### config.mk
export PLATFORM = sky130hd
export DESIGN_NAME = hazard_unit
export DESIGN_NICKNAME = d
export VERILOG_FILES = /design/src/rtl/hazard_unit_pkg.sv /design/src/rtl/hazard_unit_md_busy_ctr.sv /design/src/rtl/hazard_unit.sv
export SDC_FILE = /design/constraint.sdc
export NUM_CORES = 1
export LEC_CHECK = 0
export BUFFER_PORTS_ARGS = -buffer_cell sky130_fd_sc_hd__buf_2
export CAP_MARGIN = 20
export CORE_MARGIN = 2
export CORE_UTILIZATION = 46
export CTS_CLUSTER_SIZE = 8
export DETAILED_ROUTE_END_ITERATION = 10
export PLACE_DENSITY = 0.77
export SYNTH_ARGS = -nofsm -noshare
export SYNTH_HDL_FRONTEND = slang
export SYNTH_SLANG_ARGS = --single-unit
### constraint.sdc
create_clock -name clk -period 2 [get_ports clk]
set_input_delay 0.4 -clock clk [delete_from_list [all_inputs] [get_ports clk]]
set_output_delay 0.4 -clock clk [all_outputs]
set_load 0.03 [all_outputs]
### src/rtl/hazard_unit_pkg.sv
// Shared definitions for the hazard unit: forwarding-select encodings,
// Tuse sentinel, mult/div latencies and the register-address helper.
package hazard_unit_pkg;

  localparam int REG_AW          = 5;
  localparam int MULT_CYCLES_DEF = 5;
  localparam int DIV_CYCLES_DEF  = 10;

  localparam logic [1:0] TUSE_NONE = 2'd3;

  typedef enum logic [1:0] {
    FWD_RF = 2'd0,
    FWD_E  = 2'd1,
    FWD_M  = 2'd2,
    FWD_W  = 2'd3
  } fwd_sel_e;

  // $zero is hard-wired, so a producer targeting it never satisfies a consumer.
  function automatic logic addr_hit(input logic [REG_AW-1:0] a,
                                    input logic [REG_AW-1:0] b);
    return (a != '0) && (a == b);
  endfunction

endpackage

### src/rtl/hazard_unit_md_busy_ctr.sv
// Mult/div occupancy counter: loads the operation latency on a start and
// counts down to zero; busy while non-zero. A new start reloads, never queues.
module md_busy_ctr #(
  parameter int CNT_W       = 4,
  parameter int MULT_CYCLES = 5,
  parameter int DIV_CYCLES  = 10
) (
  input  logic clk,
  input  logic rst,
  input  logic start_mult_i,
  input  logic start_div_i,
  output logic busy_o
);

  logic [CNT_W-1:0] cnt_q;
  logic [CNT_W-1:0] cnt_d;

  // Divide wins if both starts arrive together.
  always_comb begin
    cnt_d = cnt_q;
    if (start_div_i) begin
      cnt_d = CNT_W'(DIV_CYCLES);
    end else if (start_mult_i) begin
      cnt_d = CNT_W'(MULT_CYCLES);
    end else if (cnt_q != '0) begin
      cnt_d = cnt_q - CNT_W'(1);
    end
  end

  always_ff @(posedge clk or posedge rst) begin
    if (rst) begin
      cnt_q <= '0;
    end else begin
      cnt_q <= cnt_d;
    end
  end

  assign busy_o = (cnt_q != '0);

endmodule

### src/rtl/hazard_unit.sv
// D-stage hazard detection for the 5-stage MIPS core: Tuse/Tnew stall,
// D/E/M forwarding selects, mult/div busy tracking and a stall-cycle counter.
module hazard_unit
  import hazard_unit_pkg::*;
#(
  parameter int MULT_CYCLES = MULT_CYCLES_DEF,
  parameter int DIV_CYCLES  = DIV_CYCLES_DEF,
  parameter int CNT_W       = 4
) (
  input  logic              clk,
  input  logic              reset,
  input  logic [REG_AW-1:0] A1,
  input  logic [REG_AW-1:0] A2,
  input  logic [1:0]        Tuse_rs,
  input  logic [1:0]        Tuse_rt,
  input  logic              D_md,
  input  logic [REG_AW-1:0] DEA1,
  input  logic [REG_AW-1:0] DEA2,
  input  logic [REG_AW-1:0] DEA3,
  input  logic [1:0]        DETnew,
  input  logic [REG_AW-1:0] EMA2,
  input  logic [REG_AW-1:0] EMA3,
  input  logic [1:0]        EMTnew,
  input  logic [REG_AW-1:0] MWA3,
  input  logic              E_mult,
  input  logic              E_div,
  input  logic              ExcClr,
  output logic              stall,
  output logic [1:0]        fwd_rs_d,
  output logic [1:0]        fwd_rt_d,
  output logic [1:0]        fwd_rs_e,
  output logic [1:0]        fwd_rt_e,
  output logic              fwd_rt_m,
  output logic              md_busy,
  output logic [31:0]       stall_cnt
);

  logic        stall_rs;
  logic        stall_rt;
  logic        stall_md;
  logic [31:0] stall_cnt_q;
  logic [31:0] stall_cnt_d;

  md_busy_ctr #(
    .CNT_W       (CNT_W),
    .MULT_CYCLES (MULT_CYCLES),
    .DIV_CYCLES  (DIV_CYCLES)
  ) u_md_busy_ctr (
    .clk          (clk),
    .rst          (reset),
    .start_mult_i (E_mult & ~ExcClr),
    .start_div_i  (E_div & ~ExcClr),
    .busy_o       (md_busy)
  );

  // Stall when a producer's result arrives later than the consumer needs it.
  always_comb begin
    stall_rs = (addr_hit(A1, DEA3) && (DETnew > Tuse_rs)) ||
               (addr_hit(A1, EMA3) && (EMTnew > Tuse_rs));
    stall_rt = (addr_hit(A2, DEA3) && (DETnew > Tuse_rt)) ||
               (addr_hit(A2, EMA3) && (EMTnew > Tuse_rt));
    stall_md = D_md && (md_busy || E_mult || E_div);
    stall    = stall_rs || stall_rt || stall_md;
  end

  // Youngest ready producer wins: E over M over W.
  always_comb begin
    fwd_rs_d = FWD_RF;
    fwd_rt_d = FWD_RF;
    fwd_rs_e = FWD_RF;
    fwd_rt_e = FWD_RF;
    if (addr_hit(A1, DEA3) && DETnew == 2'd0)      fwd_rs_d = FWD_E;
    else if (addr_hit(A1, EMA3) && EMTnew == 2'd0) fwd_rs_d = FWD_M;
    else if (addr_hit(A1, MWA3))                   fwd_rs_d = FWD_W;
    if (addr_hit(A2, DEA3) && DETnew == 2'd0)      fwd_rt_d = FWD_E;
    else if (addr_hit(A2, EMA3) && EMTnew == 2'd0) fwd_rt_d = FWD_M;
    else if (addr_hit(A2, MWA3))                   fwd_rt_d = FWD_W;
    if (addr_hit(DEA1, EMA3) && EMTnew == 2'd0)    fwd_rs_e = FWD_M;
    else if (addr_hit(DEA1, MWA3))                 fwd_rs_e = FWD_W;
    if (addr_hit(DEA2, EMA3) && EMTnew == 2'd0)    fwd_rt_e = FWD_M;
    else if (addr_hit(DEA2, MWA3))                 fwd_rt_e = FWD_W;
    fwd_rt_m = addr_hit(EMA2, MWA3);
  end

  // Flushed cycles are not counted as stalls.
  always_comb begin
    stall_cnt_d = stall_cnt_q;
    if (stall && !ExcClr) begin
      stall_cnt_d = stall_cnt_q + 32'd1;
    end
  end

  always_ff @(posedge clk or posedge reset) begin
    if (reset) begin
      stall_cnt_q <= '0;
    end else begin
      stall_cnt_q <= stall_cnt_d;
    end
  end

  assign stall_cnt = stall_cnt_q;

endmodule

======== Word level (Yosys, flattened, before mapping) ========
Cells that the tools add are included.
word-level totals
  latch bits .............................. 0
  memories ................................ 0
  bits in writable memories ............... 0
  output and inout bits ................... 43
  memory bits (read-only) ................. 0
  input port bits ......................... 54
  flip-flop bits (word level) ............. 36
cells by class
  div/mod/pow operators ................... 0
  bitwise logic cells ..................... 3
  shift operators ......................... 0
  $lt $le $gt $ge ......................... 4
  reduce and logical (&&, ||, !) cells .... 39
  mux-type cells .......................... 13
  add/sub/neg operators ................... 2
  multiply operators ...................... 0
  eq/ne operators ......................... 11
operators by type and width
  cell                                                                number
  5-bit == test                                                       11
  32-bit by 1-bit adder with 32-bit output, second input constant     1
  5-bit nonzero test                                                  5
  1-bit logical AND                                                   23
  2-bit two-way mux                                                   10
  4-bit two-way mux                                                   3
  2-bit > comparator                                                  4
  1-bit logical OR                                                    6
  2-bit logical NOT                                                   2
  4-bit nonzero test                                                  1
  4-bit by 1-bit subtractor with 4-bit output, second input constant  1
  3-bit nonzero test                                                  1
  1-bit bitwise AND                                                   2
  1-bit logical NOT                                                   1
  1-bit NOT                                                           1

======== Logic depth before layout (Yosys ltp) ========
Gate-level depths: netlist (run 1).
  depth after elaboration ................. 7
  gate-level depth with buffers ........... 11
  depth with buffers taken out ............ 10

======== By module ========
A second synthesis (run 1) with hierarchy kept.
unflattened totals
  cell total of the unflattened synthesis .. 297
  area total of the unflattened synthesis .. 2,851.5 um2
modules (own cells, without submodules)
  module       instances  sequential area each (um2)  area each (um2)  cells an instance
  hazard_unit  1          800.8                       2,615.0          274
  md_busy_ctr  1          100.1                       236.5            23

======== Worst setup path after synthesis (run 1) ========
OpenSTA, ideal clock, no wires.
  path type ............................... input to output
  start point ............................. input A1[1]
  end point ............................... output fwd_rs_d[1]
  data arrival time ....................... 2.042 ns
  buffers on the path ..................... 0
  path slack .............................. -0.442 ns
  data required time ...................... 1.600 ns
  stages .................................. 4
  cell sequence ........................... or4_1 > or2_2 > nand4_1 > a21boi_0
on the way
  word-level cells in the longest chain between the ends .. 5
ends and longest elaborated chain
  element                                                 line                                  source
  from (decl)                                             hazard_unit.sv:12                     input logic [REG_AW-1:0] A1,
  5-bit == test or 5-bit nonzero test (tied branches)     hazard_unit_pkg.sv:21                 return (a != '0) && (a == b);
  1-bit logical AND                                       hazard_unit_pkg.sv:21
  2-bit two-way mux or 1-bit logical AND (tied branches)  hazard_unit.sv:74, hazard_unit.sv:73
  2-bit two-way mux                                       hazard_unit.sv:73                     else if (addr_hit(A1, EMA3) && EMTnew == 2'd0) fwd_rs_d = FWD_M;
  2-bit two-way mux (*)                                   hazard_unit.sv:72                     if (addr_hit(A1, DEA3) && DETnew == 2'd0) fwd_rs_d = FWD_E;
  to (decl)                                               hazard_unit.sv:29                     output logic [1:0] fwd_rs_d,
Every way passes the cells marked *; elsewhere a longest branch is shown, timed or not.

======== Final worst setup path (run 1) ========
  start point ............................. register u_md_busy_ctr.cnt_q[0]
  end point ............................... output stall
on the way
  word-level cells in the longest chain between the ends .. 5
ends and longest elaborated chain
  element                         line                           source
  from (decl)                     hazard_unit_md_busy_ctr.sv:15  logic [CNT_W-1:0] cnt_q;
  from (signal assigned)          hazard_unit_md_busy_ctr.sv:34  cnt_q <= cnt_d;
  4-bit nonzero test              hazard_unit_md_busy_ctr.sv:38  assign busy_o = (cnt_q != '0);
  1-bit logical OR (2 in series)  hazard_unit.sv:62              stall_md = D_md && (md_busy || E_mult || E_div);
  1-bit logical AND               hazard_unit.sv:62
  1-bit logical OR                hazard_unit.sv:63              stall = stall_rs || stall_rt || stall_md;
  to (decl)                       hazard_unit.sv:28              output logic stall,
Every way passes these cells.

==> flow_summary.ini, run 1 <==
[outcome]
outcome = complete, but fails checks
violations = setup timing

[timing]
rsz0062_at_grt = true
max_freq_ghz = 0.411
min_period_ns = 2.43
hold_violations = 0
period_share_pct = 122
setup_violations = 39
finClkSkew_ns = 0.00749
worst_pin_slew_ns = 0.458
drv_slew = 0
setup-tns-final_ns = -8.25
fin_ws_ns = -0.433
relSlewSlack_pct = 69.5

[synthesis]
seq_area_frac_synth_pct = 31.7
synth_top_cells_by_count = 56 x xor2_1, 36 x dfrtp_1, 31 x xnor2_1
yosys.area.top_type_share_pct = 31.7
synthTopCellsByArea = dfrtp_1 32%, xor2_1 17%, xnor2_1 9.6%
synth.distinct_cells = 42
synthCells = 301
synth_ff_type = dfrtp_1
yosysMostFrequentCell = xor2_1
synth_area_sq_mm = 0.00284
synth-edff-count = 0
synth-seq-cells = 36
synth_nets = 366
ys_async_sr_fraction_pct = 100
synth_area_per_cell_sq_um = 9.44
yosysTopAreaCell = dfrtp_1
yosys_warnings = 0

[critical_path]
crit_type = flop to primary output
cp.required_ns = 1.60
startpoint_type = flop
critPathSlowestCell = dfrtp_1
critPathMaxStageDelay_ns = 0.39
critical_path_arrival_ns = 2.03
cpMostUsedCell = inv_2
cp_max_fo = 2
end_kind = primary output
r2r_start = u_md_busy_ctr.cnt_q[0]
startpoint = u_md_busy_ctr.cnt_q[0]
crit_chain = inv_2, ha_4, nor3b_4, inv_2, o31a_1, a41oi_2, and4_4, inv_6, buf_6

[global_route]
grt_usage_pct = 25.2
grt_overflow = 0
grt_pass1_vias = 2954
antenna_found_initial = 0
grt_max_degree = 37
grt_pass1_wl_mm = 13.1

[clock_network]
cts_buffers = 5
cts_sinks = 36
hold_buffers = 0
cts-root-buf = clkbuf_8
clk_path_buf_depth = 2
clk_latency_ns = 0.29
cts_tree = built
htree_levels = 2
clk_pin_slew_worst_paths_ns = 0.08

[power_and_ir_drop]
power-per-cell-area_mw_per_mm2 = 628
ir_drop_mv = 0.547
leakage_nw = 2.16

[routing]
wirelength_mm = 8.67
viasPerCell = 5.42
post-route-drc-count = 0
via_count = 2860
wl_per_cell_um = 16.4
ant_nets = 0
drtIter0Drc = 162
dr.pass1.iters = 4

[min_path]
worstHoldPathType = input pin to async pin

[final_layout]
diodes = 0
post-route-util_pct = 71.9
area_growth_pct = 50.7
fin_cells = 528
fillerInstances = 418
nNetsFinal = 517
drive_gt1_share_pct = 48.8

[die]
die_w_um = 82.6
initial_core_util_pct = 47.7
die_area_sq_mm = 0.00682
core_area_sq_mm = 0.00596
placementRows = 28
die_h_um = 82.6
boundaryPins = 97

[place]
dp.final_hpwl_mm = 6.10
dp.cells = 512
gp_congestion = 0.905
portBuffers = 96
place_ws_ns = -0.370

[run]
maxCapViolCount = 0
==> final timing paths <==
check / endpoint / slack (ns) / depth (start not counted)
min in group clk: u_md_busy_ctr.cnt_q[3] / 0.39 / 3
worst max-delay path: stall / -0.43 / 9
worst min register to register: stall_cnt[31] / 0.48 / 1
worst max register to register: stall_cnt[1] / -0.33 / 11
worst min-delay path: stall_cnt[30] / 0.20 / 3
max in group asynchronous: stall_cnt[16] / 1.48 / 3
==> worst max-delay path, delay by kind of cell (launching register included) <==
kind | cells | cell delay (ns)
AND/OR/NAND/NOR | 2 | 0.47
AO/OA/AOI/OAI | 2 | 0.44
adder cells (fa/ha/maj) | 1 | 0.12
flip-flops | 1 | 0.39
buffers and inverters | 4 | 0.31
==> layer usage <==
layer  GRT usage, %  vias up  routed length [um]
li1               -     1362                   -
met1           28.9     1386                3420
met2           45.6       99                4720
met3           4.57       13                 383
met4           10.8        0                 142
met5              0        -                   0
==> cells by family after synthesis <==
logic type | Yosys count | synth area share, %
DFF | 36 | 31.7
xor gates and xnor gates | 87 | 26.8
buffers and inverters | 20 | 4.05
adders and majority gates | 11 | 4.84
AOI/OAI and AO/OA | 18 | 4.84
muxes | 1 | 0.528
and+or+nand+nor | 128 | 27.2
==> placed cells by master (no fill, tap or decap), types with 11 or more instances in the layout <==
cell type / Yosys / layout
buf_2: 0 / 82
nand2_1: 15 / 13
dfrtp_1: 36 / 36
nor3_1: 13 / 11
xor2_1: 56 / 56
xnor2_1: 31 / 23
nand4_1: 16 / 16
nor2_1: 16 / 14
buf_4: 0 / 53
nand3_1: 15 / 13
buf_6: 1 / 17
==> repair_timing <==
item	4_1_cts	5_1_grt
gates cloned	1	0
endpoints found under the setup margin	39	41
gates resized for setup	37	32
pin swaps	16	15
buffers inserted	5	2
==> metrics by stage <==
step | instance area, sq um | total power (W) | hold slack [ns]
floorplan | 2910 | 0.00154 | 0.537
global placement | 3800 | 0.00192 | 0.463
detailed placement | 3800 | 0.00195 | 0.460
CTS | 4090 | 0.00259 | 0.208
global route | 4280 | 0.00285 | 0.241
finish | 4280 | 0.00269 | 0.195
==> registers in the layout, summed over array words and instances (netlist names) <==
signal               flops
stall_cnt               32
u_md_busy_ctr.cnt_q      4
==> where the power goes <==
part | switching (W) | leakage, nW | internal (W)
sequential | 0.000122 | 0.484 | 0.000821
combinational | 0.000617 | 1.63 | 0.000577
clock | 0.000272 | 0.0445 | 0.000280
==> cell type report <==
class / count / area, sq um / area share, %
Tap cell: 75 / 93.8 / 2.19
Sequential cell: 36 / 901 / 21.0
Multi-Input combinational cell: 245 / 2110 / 49.2
Inverter: 10 / 42.5 / 0.993
Clock buffer: 7 / 86.3 / 2.02
Clock inverter: 1 / 7.51 / 0.175
Timing Repair Buffer: 154 / 1050 / 24.4
Power figures use the tool's default switching activity.
==> inputs of run 2 (changes only) <==
--- a/config.mk
+++ b/config.mk
@@ -12,6 +12,9 @@
 export CTS_CLUSTER_SIZE = 8
 export DETAILED_ROUTE_END_ITERATION = 10
 export PLACE_DENSITY = 0.77
+export SKIP_LAST_GASP = 1
+export SLEW_MARGIN = 10
 export SYNTH_ARGS = -nofsm -noshare
 export SYNTH_HDL_FRONTEND = slang
+export SYNTH_HIERARCHICAL = 1
 export SYNTH_SLANG_ARGS = --single-unit
==> flow_summary.ini, run 2 <==
[critical_path]
ff2ff_setup_slack_ns = -0.52
critPathMaxStageDelay_ns = 0.40
crit_family = simple AND/OR/NAND/NOR gates
critPathSlowestCell = or3b_4
cp.required_ns = 1.60
cp_max_fo = 2
startpoint_type = flop
end_kind = primary output
crit_type = flop to primary output
reg2reg_depth = 11
critical_path_arrival_ns = 2.23
crit_chain = inv_2, ha_4, or3b_4, o31a_1, a41oi_2, and4_4, inv_8, buf_6
path_buf_inv = 3
r2r_end = stall_cnt[27]
r2r_start = u_md_busy_ctr/cnt_q[1]

[die]
initial_core_util_pct = 47.9
die_area_sq_mm = 0.00684
placementRows = 28
boundaryPins = 97
die_h_um = 82.7
core_area_sq_mm = 0.00596
die_w_um = 82.7

[synthesis]
synth_area_sq_mm = 0.00285
seq_area_frac_synth_pct = 31.6
synth-seq-cells = 36
synth_area_per_cell_sq_um = 9.60
yosys_warnings = 6
synth_top_cells_by_count = 50 x xor2_1, 36 x dfrtp_1, 36 x xnor2_1
yosysTopAreaCell = dfrtp_1
synth_nets = 362
synth-edff-count = 0
synth_ff_type = dfrtp_1
synthTopCellsByArea = dfrtp_1 32%, xor2_1 15%, xnor2_1 11%
yosysMostFrequentCell = xor2_1
synth.distinct_cells = 48
ys_async_sr_fraction_pct = 100
yosys.area.top_type_share_pct = 31.6
synthCells = 297

[global_route]
grt_max_degree = 33
antenna_found_initial = 0
grt_pass1_wl_mm = 14.0
grt_pass1_vias = 3027
grt_overflow = 0
grt_usage_pct = 26.8

[place]
portBuffers = 96
place_area_sq_mm = 0.00402
place_ws_ns = -0.496
gp_congestion = 0.907
dp.final_hpwl_mm = 6.60

[clock_network]
clk_latency_ns = 0.30
clk_pin_slew_worst_paths_ns = 0.07
cts_tree = built
cts_buffers = 5
htree_levels = 2
cts_sinks = 36
cts-root-buf = clkbuf_8
clk_path_buf_depth = 2

[outcome]
violations = setup timing
outcome = complete, but fails checks

[final_layout]
mostFrequentLayoutCells = 79 x buf_2, 70 x buf_4, 50 x xor2_1
design_area_sq_mm = 0.00450
largest_register_ffs = 32
drive_gt1_share_pct = 51.3
fillerInstances = 388
layout_commonest_cell = buf_2
nNetsFinal = 538
area_growth_pct = 57.7
diodes = 0

[timing]
drv_slew = 0
relSlewSlack_pct = 71.9
fin_ws_ns = -0.633
setup_violations = 40
worst_pin_slew_ns = 0.421
min_period_ns = 2.63
max_freq_ghz = 0.380
hold_violations = 0
rsz0062_at_grt = true
period_share_pct = 132
finClkSkew_ns = 0.0149

[routing]
ant_nets = 0
post-route-drc-count = 0
drtIter0Drc = 129
via_count = 3122
dr.pass1.iters = 4
wirelength_mm = 9.69
wl_per_cell_um = 17.7
viasPerCell = 5.69

[power_and_ir_drop]
power-per-cell-area_mw_per_mm2 = 625
finalPower_w = 0.00281
leakage_nw = 2.28
ir_drop_mv = 0.575

[min_path]
hold_path_depth = 1
min_from = stall_cnt[28]
worstHoldPathType = flop to flop
whs_endpoint = stall_cnt[28]

[run]
maxCapViolCount = 0
## run 2: layout make-up
class | count | area [sq um] | share of cell area (%)
multi-input cells | 239 | 2080 | 46.3
well taps | 75 | 93.8 | 2.09
repair buffers | 179 | 1280 | 28.5
inverters | 12 | 52.6 | 1.17
flip-flops and latches | 36 | 901 | 20.0
clock inverters | 3 | 18.8 | 0.417
clock buffers | 5 | 68.8 | 1.53
## run 2: kinds of logic (layout without fill, tap and decap cells)
family	Yosys count	count (layout)	synth area share (%)
simple gates	123	123	27.6
xor+xnor	86	86	26.4
flops	36	36	31.6
buf+inv	22	199	3.99
compound gates	17	17	4.87
fa+ha+maj	11	11	4.83
mux	2	2	0.746
## run 2: how the worst max path moves through the flow
stage | cells after the start | endpoint | start
2_1_floorplan | 11 | stall_cnt[1] | u_md_busy_ctr/cnt_q[0]
3_3_place_gp | 9 | stall | u_md_busy_ctr/cnt_q[0]
3_5_place_dp | 9 | stall | u_md_busy_ctr/cnt_q[0]
4_1_cts | 8 | stall | u_md_busy_ctr/cnt_q[0]
5_1_grt | 8 | stall | u_md_busy_ctr/cnt_q[0]
6_report | 8 | stall | u_md_busy_ctr/cnt_q[1]
## run 2: layer usage
metal | global-route usage [%] | vias to the layer above | wire (um)
li1 | - | 1401 | -
met1 | 30.5 | 1531 | 3560
met2 | 49.0 | 146 | 5250
met3 | 4.78 | 44 | 488
met4 | 11.3 | 0 | 404
met5 | 0 | - | 0
## run 2: metrics by stage
stage	utilization (%)	cells	TNS, ns	hold WS (ns)
CTS	71.9	542	-14.08	0.479
finish	75.5	549	-15.76	0.486
floorplan	-	297	-8.89	0.166
detailed placement	67.5	528	-14.25	0.305
global route	75.5	549	-17.27	0.496
global placement	67.5	528	-11.79	0.305
## run 2: timing repair
action	4_1_cts	5_1_grt
cloned	0	1
hold buffers	1	0
hold endpoints to repair	4	0
endpoints found under the setup margin	40	42
gates resized for setup	41	34
pin swaps	16	17
buffers inserted	6	6
## run 2: power breakdown
group	internal, W	leakage, nW	switching (W)	total, W
registers	0.000833	0.474	0.000109	0.000942
logic	0.000662	1.76	0.000682	0.00134
clock network	0.000243	0.0479	0.000280	0.000522
total	0.00174	2.28	0.00107	0.00281
